==> src/rtl/write_stage_buffer_if.sv <==
// write_stage_buffer_if: producer/consumer signals of the write staging buffer
interface write_stage_buffer_if #(
  parameter int WIDTH = 8,
  parameter int PTR_W = 2
);
  logic [WIDTH-1:0] data_in;
  logic             LoadEnable;
  logic             Flush;
  logic [WIDTH-1:0] data_out;
  logic             out_valid;
  logic             out_ready;
  logic             full;
  logic             empty;
  logic [PTR_W:0]   count;
  logic             overflow;
  modport master (
    output data_in, LoadEnable, Flush, out_ready,
    input  data_out, out_valid, full, empty, count, overflow
  );
  modport slave (
    input  data_in, LoadEnable, Flush, out_ready,
    output data_out, out_valid, full, empty, count, overflow
  );
endinterface

==> src/rtl/write_stage_buffer.sv <==
// write_stage_buffer: DEPTH-entry in-order staging buffer with flush and sticky overflow
module write_stage_buffer #(
  parameter int WIDTH = 8,
  parameter int DEPTH = 4,
  parameter int PTR_W = 2
) (
  input logic                 clk,
  input logic                 Clear,
  write_stage_buffer_if.slave bus
);
  logic [WIDTH-1:0] mem_q [DEPTH];
  logic [WIDTH-1:0] mem_d [DEPTH];
  logic [PTR_W-1:0] wr_ptr_q, wr_ptr_d, rd_ptr_q, rd_ptr_d;
  logic [PTR_W:0]   count_q, count_d;
  logic             overflow_q, overflow_d;
  logic             is_full, is_empty, pop, push;
  always_comb begin
    is_full    = count_q == (PTR_W+1)'(DEPTH);
    is_empty   = count_q == '0;
    pop        = !is_empty & bus.out_ready;
    push       = bus.LoadEnable & (!is_full | pop);
    mem_d      = mem_q;
    wr_ptr_d   = wr_ptr_q;
    rd_ptr_d   = rd_ptr_q;
    count_d    = count_q;
    overflow_d = overflow_q;
    if (bus.Flush) begin
      wr_ptr_d = '0;
      rd_ptr_d = '0;
      count_d  = '0;
    end else begin
      if (push) mem_d[wr_ptr_q] = bus.data_in;
      wr_ptr_d   = push ? wr_ptr_q + 1'b1 : wr_ptr_q;
      rd_ptr_d   = pop ? rd_ptr_q + 1'b1 : rd_ptr_q;
      count_d    = count_q + (PTR_W+1)'(push) - (PTR_W+1)'(pop);
      overflow_d = overflow_q | (bus.LoadEnable & is_full & !pop);
    end
  end
  always_ff @(posedge clk) begin
    if (!Clear) begin
      mem_q      <= '{default: '0};
      wr_ptr_q   <= '0;
      rd_ptr_q   <= '0;
      count_q    <= '0;
      overflow_q <= 1'b0;
    end else begin
      mem_q      <= mem_d;
      wr_ptr_q   <= wr_ptr_d;
      rd_ptr_q   <= rd_ptr_d;
      count_q    <= count_d;
      overflow_q <= overflow_d;
    end
  end
  assign bus.data_out  = mem_q[rd_ptr_q];
  assign bus.out_valid = !is_empty;
  assign bus.full      = is_full;
  assign bus.empty     = is_empty;
  assign bus.count     = count_q;
  assign bus.overflow  = overflow_q;
endmodule

==> src/flat_wrapper.sv <==
// flat-port wrapper written by rule: the top's interface ports become plain ports
module write_stage_buffer_flat 
#(
  parameter int WIDTH = 8,
  parameter int DEPTH = 4,
  parameter int PTR_W = 2
)
  (clk, Clear, bus_data_in, bus_LoadEnable, bus_Flush, bus_out_ready, bus_data_out, bus_out_valid, bus_full, bus_empty, bus_count, bus_overflow);
  write_stage_buffer_if #(.WIDTH(WIDTH), .PTR_W(PTR_W)) bus_i ();
  input logic clk;
  input logic Clear;
  input wire logic [$bits(bus_i.data_in)-1:0] bus_data_in;
  input wire logic [$bits(bus_i.LoadEnable)-1:0] bus_LoadEnable;
  input wire logic [$bits(bus_i.Flush)-1:0] bus_Flush;
  input wire logic [$bits(bus_i.out_ready)-1:0] bus_out_ready;
  output wire logic [$bits(bus_i.data_out)-1:0] bus_data_out;
  output wire logic [$bits(bus_i.out_valid)-1:0] bus_out_valid;
  output wire logic [$bits(bus_i.full)-1:0] bus_full;
  output wire logic [$bits(bus_i.empty)-1:0] bus_empty;
  output wire logic [$bits(bus_i.count)-1:0] bus_count;
  output wire logic [$bits(bus_i.overflow)-1:0] bus_overflow;
  assign bus_i.data_in = bus_data_in;
  assign bus_i.LoadEnable = bus_LoadEnable;
  assign bus_i.Flush = bus_Flush;
  assign bus_i.out_ready = bus_out_ready;
  assign bus_data_out = bus_i.data_out;
  assign bus_out_valid = bus_i.out_valid;
  assign bus_full = bus_i.full;
  assign bus_empty = bus_i.empty;
  assign bus_count = bus_i.count;
  assign bus_overflow = bus_i.overflow;
  write_stage_buffer #(.WIDTH(WIDTH), .DEPTH(DEPTH), .PTR_W(PTR_W)) u_core (.clk(clk), .Clear(Clear), .bus(bus_i));
endmodule
==> config.mk <==
export PLATFORM = sky130hd
export DESIGN_NAME = write_stage_buffer_flat
export DESIGN_NICKNAME = d
export VERILOG_FILES = /design/src/rtl/write_stage_buffer_if.sv /design/src/rtl/write_stage_buffer.sv /design/src/flat_wrapper.sv
export SDC_FILE = /design/constraint.sdc
export NUM_CORES = 1
export LEC_CHECK = 0
export ABC_AREA = 1
export CAP_MARGIN = 10
export CORE_MARGIN = 10
export CORE_UTILIZATION = 59
export DETAILED_ROUTE_END_ITERATION = 7
export HOLD_SLACK_MARGIN = 0.15
export PLACE_DENSITY = 0.84
export REMOVE_ABC_BUFFERS = 1
export SYNTH_ARGS = -nofsm -noshare
export SYNTH_HDL_FRONTEND = slang
export SYNTH_SLANG_ARGS = --single-unit
==> constraint.sdc <==
create_clock -name clk -period 4.5 [get_ports clk]
set_clock_uncertainty 0.15 [all_clocks]
set_input_delay 0.45 -clock clk [delete_from_list [all_inputs] [get_ports clk]]
set_output_delay 0.45 -clock clk [all_outputs]
set_load 0.005 [all_outputs]
# ---- After elaboration in Yosys (flattened, before gate mapping)
# Index checks and enable logic that the tools add are counted.
dict set report op_classes {
  add_sub_neg 4
  multipliers 0
  div_mod_pow 0
  order_cmp 3
  eq_ne 1
  n_shift 0
  n_mux 6
  bitwise 10
  n_reduce_logical 7
}
# op n
set op_table {}
lappend op_table {{$bwmux W32} 1}
lappend op_table {{$mux W8} 3}
lappend op_table {{$bmux W8 S2} 1}
lappend op_table {{$demux W8 S2} 1}
lappend op_table {{$ge A3 B3 Y1 const B} 2}
lappend op_table {{$not A2 Y3} 2}
lappend op_table {{$add A2 B1 Y2 const B} 2}
lappend op_table {{$and A1 B1 Y1} 4}
lappend op_table {{$add A3 B1 Y3} 1}
lappend op_table {{$eq A3 B3 Y1 const B} 1}
lappend op_table {{$logic_not A1 Y1} 3}
lappend op_table {{$logic_not A3 Y1} 1}
lappend op_table {{$lt A3 B1 Y1 const B} 1}
lappend op_table {{$sub A3 B1 Y3} 1}
lappend op_table {{$not A1 Y1} 2}
lappend op_table {{$or A1 B1 Y1} 2}
lappend op_table {{$reduce_and A2 Y1} 1}
lappend op_table {{$reduce_or A2 Y1} 1}
lappend op_table {{$logic_and A1 B1 Y1} 1}
dict set report totals {
  regBits 40
  latch_bits 0
  mem_bits_rw 0
  mem_bits_ro 0
  input_bits 13
  output_inout_bits 15
  wordCells 39
  mem_count 0
}

# ---- Longest topological paths before layout
dict set report logic_depth {
  word_depth 7
  depth_mapped 10
  depth_no_buf 10
}

# ---- Worst setup path before layout
# Ideal clock, no wire load.
dict set report synth_timing {
  kind {register to register}
  startpoint {reg u_core.count_q[0] (netlist: u_core.bus.count[0])}
  endpoint {reg u_core.count_q[2] (netlist: u_core.bus.count[2])}
  setup_ns 0.114
  arrival_time_ns 1.775
  required_ns 4.236
  slack_ns 2.461
  path_stages_with_launch 11
  path_buffers 0
  period_less_slack_ns 2.039
  cell_sequence {dfxtp_1 nor2_4 nand2_1 nand2_1 inv_1 ha_1 inv_1 ha_1 fa_1 xor2_1 nor2_1}
}
dict set report synth_between {
  elab_chain_len 7
  elab_cells_between_ends 9
  cone_classes {add/sub: 2; eq/ne: 1; bitwise: 3; reduce/logical: 3}
}
# item line_no
set synth_lines {}
lappend synth_lines {{start: declaration} write_stage_buffer.sv:14} ;# logic [PTR_W:0] count_q, count_d;
lappend synth_lines {{start signal: assignment} write_stage_buffer.sv:50} ;# count_q <= count_d;
lappend synth_lines {{$logic_not A3 Y1 *} write_stage_buffer.sv:19} ;# is_empty = count_q == '0;
lappend synth_lines {{$logic_not A1 Y1 *} --}
lappend synth_lines {{net bus_out_valid} flat_wrapper.sv:17} ;# output wire logic [$bits(bus_i.out_valid)-1:0] bus_out_valid;
lappend synth_lines {{$and A1 B1 Y1 *} write_stage_buffer.sv:20} ;# pop = !is_empty & bus.out_ready;
lappend synth_lines {{net u_core.pop} write_stage_buffer.sv:16} ;# logic is_full, is_empty, pop, push;
lappend synth_lines {{$or A1 B1 Y1} write_stage_buffer.sv:21} ;# push = bus.LoadEnable & (!is_full | pop);
lappend synth_lines {{$and A1 B1 Y1} write_stage_buffer.sv:21}
lappend synth_lines {{$add A3 B1 Y3} write_stage_buffer.sv:35} ;# count_d = count_q + (PTR_W+1)'(push) - (PTR_W+1)'(pop);
lappend synth_lines {{$sub A3 B1 Y3 *} write_stage_buffer.sv:35}
# Mark *: on every way through the listed nets, which the timed path passes. The rest lies on a longest branch.
# A chain may end at the register's enable or synchronous reset.

# ---- Worst setup path in the final report
dict set report layout_timing {
  startpoint {reg u_core.rd_ptr_q[0]}
  endpoint {out bus_data_out[1]}
}
dict set report layout_between {
  elab_chain_len 4
}
# item line_no
set layout_lines {}
lappend layout_lines {{start: declaration} write_stage_buffer.sv:13} ;# logic [PTR_W-1:0] wr_ptr_q, wr_ptr_d, rd_ptr_q, rd_ptr_d;
lappend layout_lines {{start signal: assignment} write_stage_buffer.sv:49} ;# rd_ptr_q <= rd_ptr_d;
lappend layout_lines {{$not A2 Y3 (not written as such)} write_stage_buffer.sv:54} ;# assign bus.data_out = mem_q[rd_ptr_q];
lappend layout_lines {{$bmux W8 S2} write_stage_buffer.sv:54}
lappend layout_lines {{$mux W8 (not written as such) (2 in a row)} write_stage_buffer.sv:54}
lappend layout_lines {{end: declaration} flat_wrapper.sv:16} ;# output wire logic [$bits(bus_i.data_out)-1:0] bus_data_out;
# Every way passes these cells. The select of a mux whose other input is x is not followed.

==> flow_summary.toml <==
[status]
outcome = "completed"

[clocking]
htree_levels = 2
post_cts_buffers = 0
cts-root-buf = "clkbuf_8"
clkLatencyLatePin_ps = 300
holdBufCountCts = 0
cts_made_buffers = 5
cts.sinks = 40
clkTransAtPathRegs_ps = 70
cts_buffer_depth = 2
cts_tree = "built"
cts_resized = 0

[setup_path]
critPathTopFamily = "buffers and inverters"
rr_startpoint = "u_core.bus.count[0]"
worst_setup_path_start_kind = "register"
crit_buf_inv = 2
cp_slowest_cell = "dfxtp_1"
path_max_fanout = 25
required_ps = 3900
cpPeakStageDelay_ps = 590
crit_path_end_kind = "output pin"
crit_path_start = "u_core.rd_ptr_q[0]"
critPathKind = "reg -> out"
path_cells = "inv_1 > o21ai_0 > a21oi_1 > a21oi_1 > clkdlybuf4s50_1"
cp_common_cell = "a21oi_1"
arrival_ps = 2320

[layout]
multi_input_area_sq_um = 1050
nets = 394
register_area_sq_um = 801
fill_cells = 329
drive_gt1_share_pct = 4.55
fin_area_sq_um = 2630
diodes = 0
syn_to_final_growth_pct = 15.6

[sta]
setup_viol = 0
hold_viol = 0
worstMarginPinSlew_ps = 668
whs_ps = 311
fin_crit_ps = 2920
rsz0062_at_grt = "false"
relSlewSlack_pct = 55.4
clock.fmax_ghz = 0.342
setup_tns_ps = 0
timing.final.max_slew_violations = 0
period_share_pct = 64.9

[yosys]
ys_seq_elements = 40
ys_seq_area_share_pct = 35.2
ys_warn_count = 0
synth_area_sq_um = 2280
synth_top_area_share_pct = 35.2
synth_edf_count = 0
synth_cell_types = 19
synthCells = 357
synthTopCellsByCount = "inv_1 (90), nand2_1 (78), nor2_1 (42)"
yosysTopAreaCell = "dfxtp_1"
ys_top_cells_by_area = "dfxtp_1 (35%), inv_1 (15%), nand2_1 (13%)"
synthArstFlopShare_pct = 0
yosys_most_used_dff = "dfxtp_1"
syn_area_per_cell_sq_um = 6.38
yosysMostFrequentCell = "inv_1"

[floorplan]
coreArea_sq_um = 3690
rows = 22
dieHeight_um = 82.1
num_io_pins = 28
die_area_sq_um = 6740
die_w_um = 82.1
start_util_pct = 61.7

[detailed_routing]
drtAntennaViolNets = 0
drtPass1Iterations = 4
wl_per_cell_um = 12.3
route.detailed.drc = 0
drt-total-wl_mm = 5.20
routed_via_density = 5.02
vias = 2120
drtIter0Drc = 254

[global_routing]
grt_pass1_vias = 2022
grt_pass1_wl_mm = 8.97
overflow = 0
antenna_found_initial = 0
grt_use_total_pct = 16.7
grt_max_degree = 38

[worst_hold_path]
worst_hold_startpoint = "u_core.bus.overflow"
holdCritPathClass = "reg -> reg"

[pwr]
max-vdd-ir-drop_v = 0.000194
p_leak_nw = 1.27
power.total_uw = 809
power_density_nw_per_um2 = 307

[placement]
port_buffers = 27
place.gp.congestion = 0.839
place_area_sq_um = 2530
dpl.hpwl_mm = 3.47

[run]
maxCapViolations = 0
## metrics by stage
step | util, % | worst slack (ps) | std cells
after floorplan | - | 2450 | 339
after global placement | 68.7 | 1880 | 415
after detailed placement | 68.7 | 1840 | 415
after CTS | 71.3 | 1560 | 422
after global routing | 71.3 | 1320 | 422
final | 71.3 | 1580 | 422
## power breakdown
group / total, mW / internal, mW / switching (mW)
Clock: 0.262 / 0.137 / 0.126
Sequential: 0.381 / 0.368 / 0.0131
Combinational: 0.165 / 0.0750 / 0.0900
## worst paths after layout
kind | endpoint | slack [ps] | depth (start not counted)
max reg2reg | u_core.bus.count[2] | 2320 | 10
min | u_core.bus.overflow | 310 | 2
max | bus_data_out[1] | 1580 | 5
min reg2reg | u_core.bus.overflow | 310 | 2
## routing by layer
layer  routed length, um  GRT usage, %  part of all wire [%]  vias up
met5                   0             0                     0        -
met2                2500          27.4                    48       49
met4                  94          7.48                   1.8        0
li1                    -             -                     -     1114
met1                2330          20.4                    45      947
met3                 275          4.10                   5.3       10
## final cells by class
type | instances | area share (%)
Tap cell | 48 | 2.28
Inverter | 92 | 13.1
Clock buffer | 7 | 3.66
Timing Repair Buffer | 28 | 10.6
Sequential cell | 40 | 30.4
Multi-Input combinational cell | 207 | 39.9
## worst register-to-register path: stages (launching register included)
cell and delay, ps:
dfxtp_1 350, nor2_4 160, nand2_1 110, nand2_1 120, inv_1 90, ha_1 290
inv_1 50, ha_1 200, fa_1 370, xor2_1 150, nor2_1 50
## layout by cell type (no fill, tap or decap)
master and instances:
inv_1 90, nand2_1 78, nor2_1 42, dfxtp_1 40, nand4_1 32, clkdlybuf4s50_1 27, a21oi_1 26, o21ai_0 11
clkbuf_8 7, ha_1 6, nand3_2 4, xor2_1 3, inv_2 2, nor2_4 1, nand3_4 1, nor2_8 1
nand3_1 1, fa_1 1, buf_4 1
## flip-flops by register name (all words and copies together) (netlist names)
name,flops
u_core.bus.count,3
u_core.wr_ptr_q,2
u_core.bus.overflow,1
u_core.mem_q,32
u_core.rd_ptr_q,2
## logic make-up (layout without fill, tap and decap cells)
group,after synthesis,after routing,share of synthesized area (%)
XOR/XNOR,3,3,1.15
adder cells (fa/ha/maj),7,7,4.18
buffers and inverters,110,127,18.6
flip-flops,40,40,35.2
AND/OR/NAND/NOR,160,160,32.7
AO/OA/AOI/OAI,37,37,8.14
(Power assumes the default switching activity.)
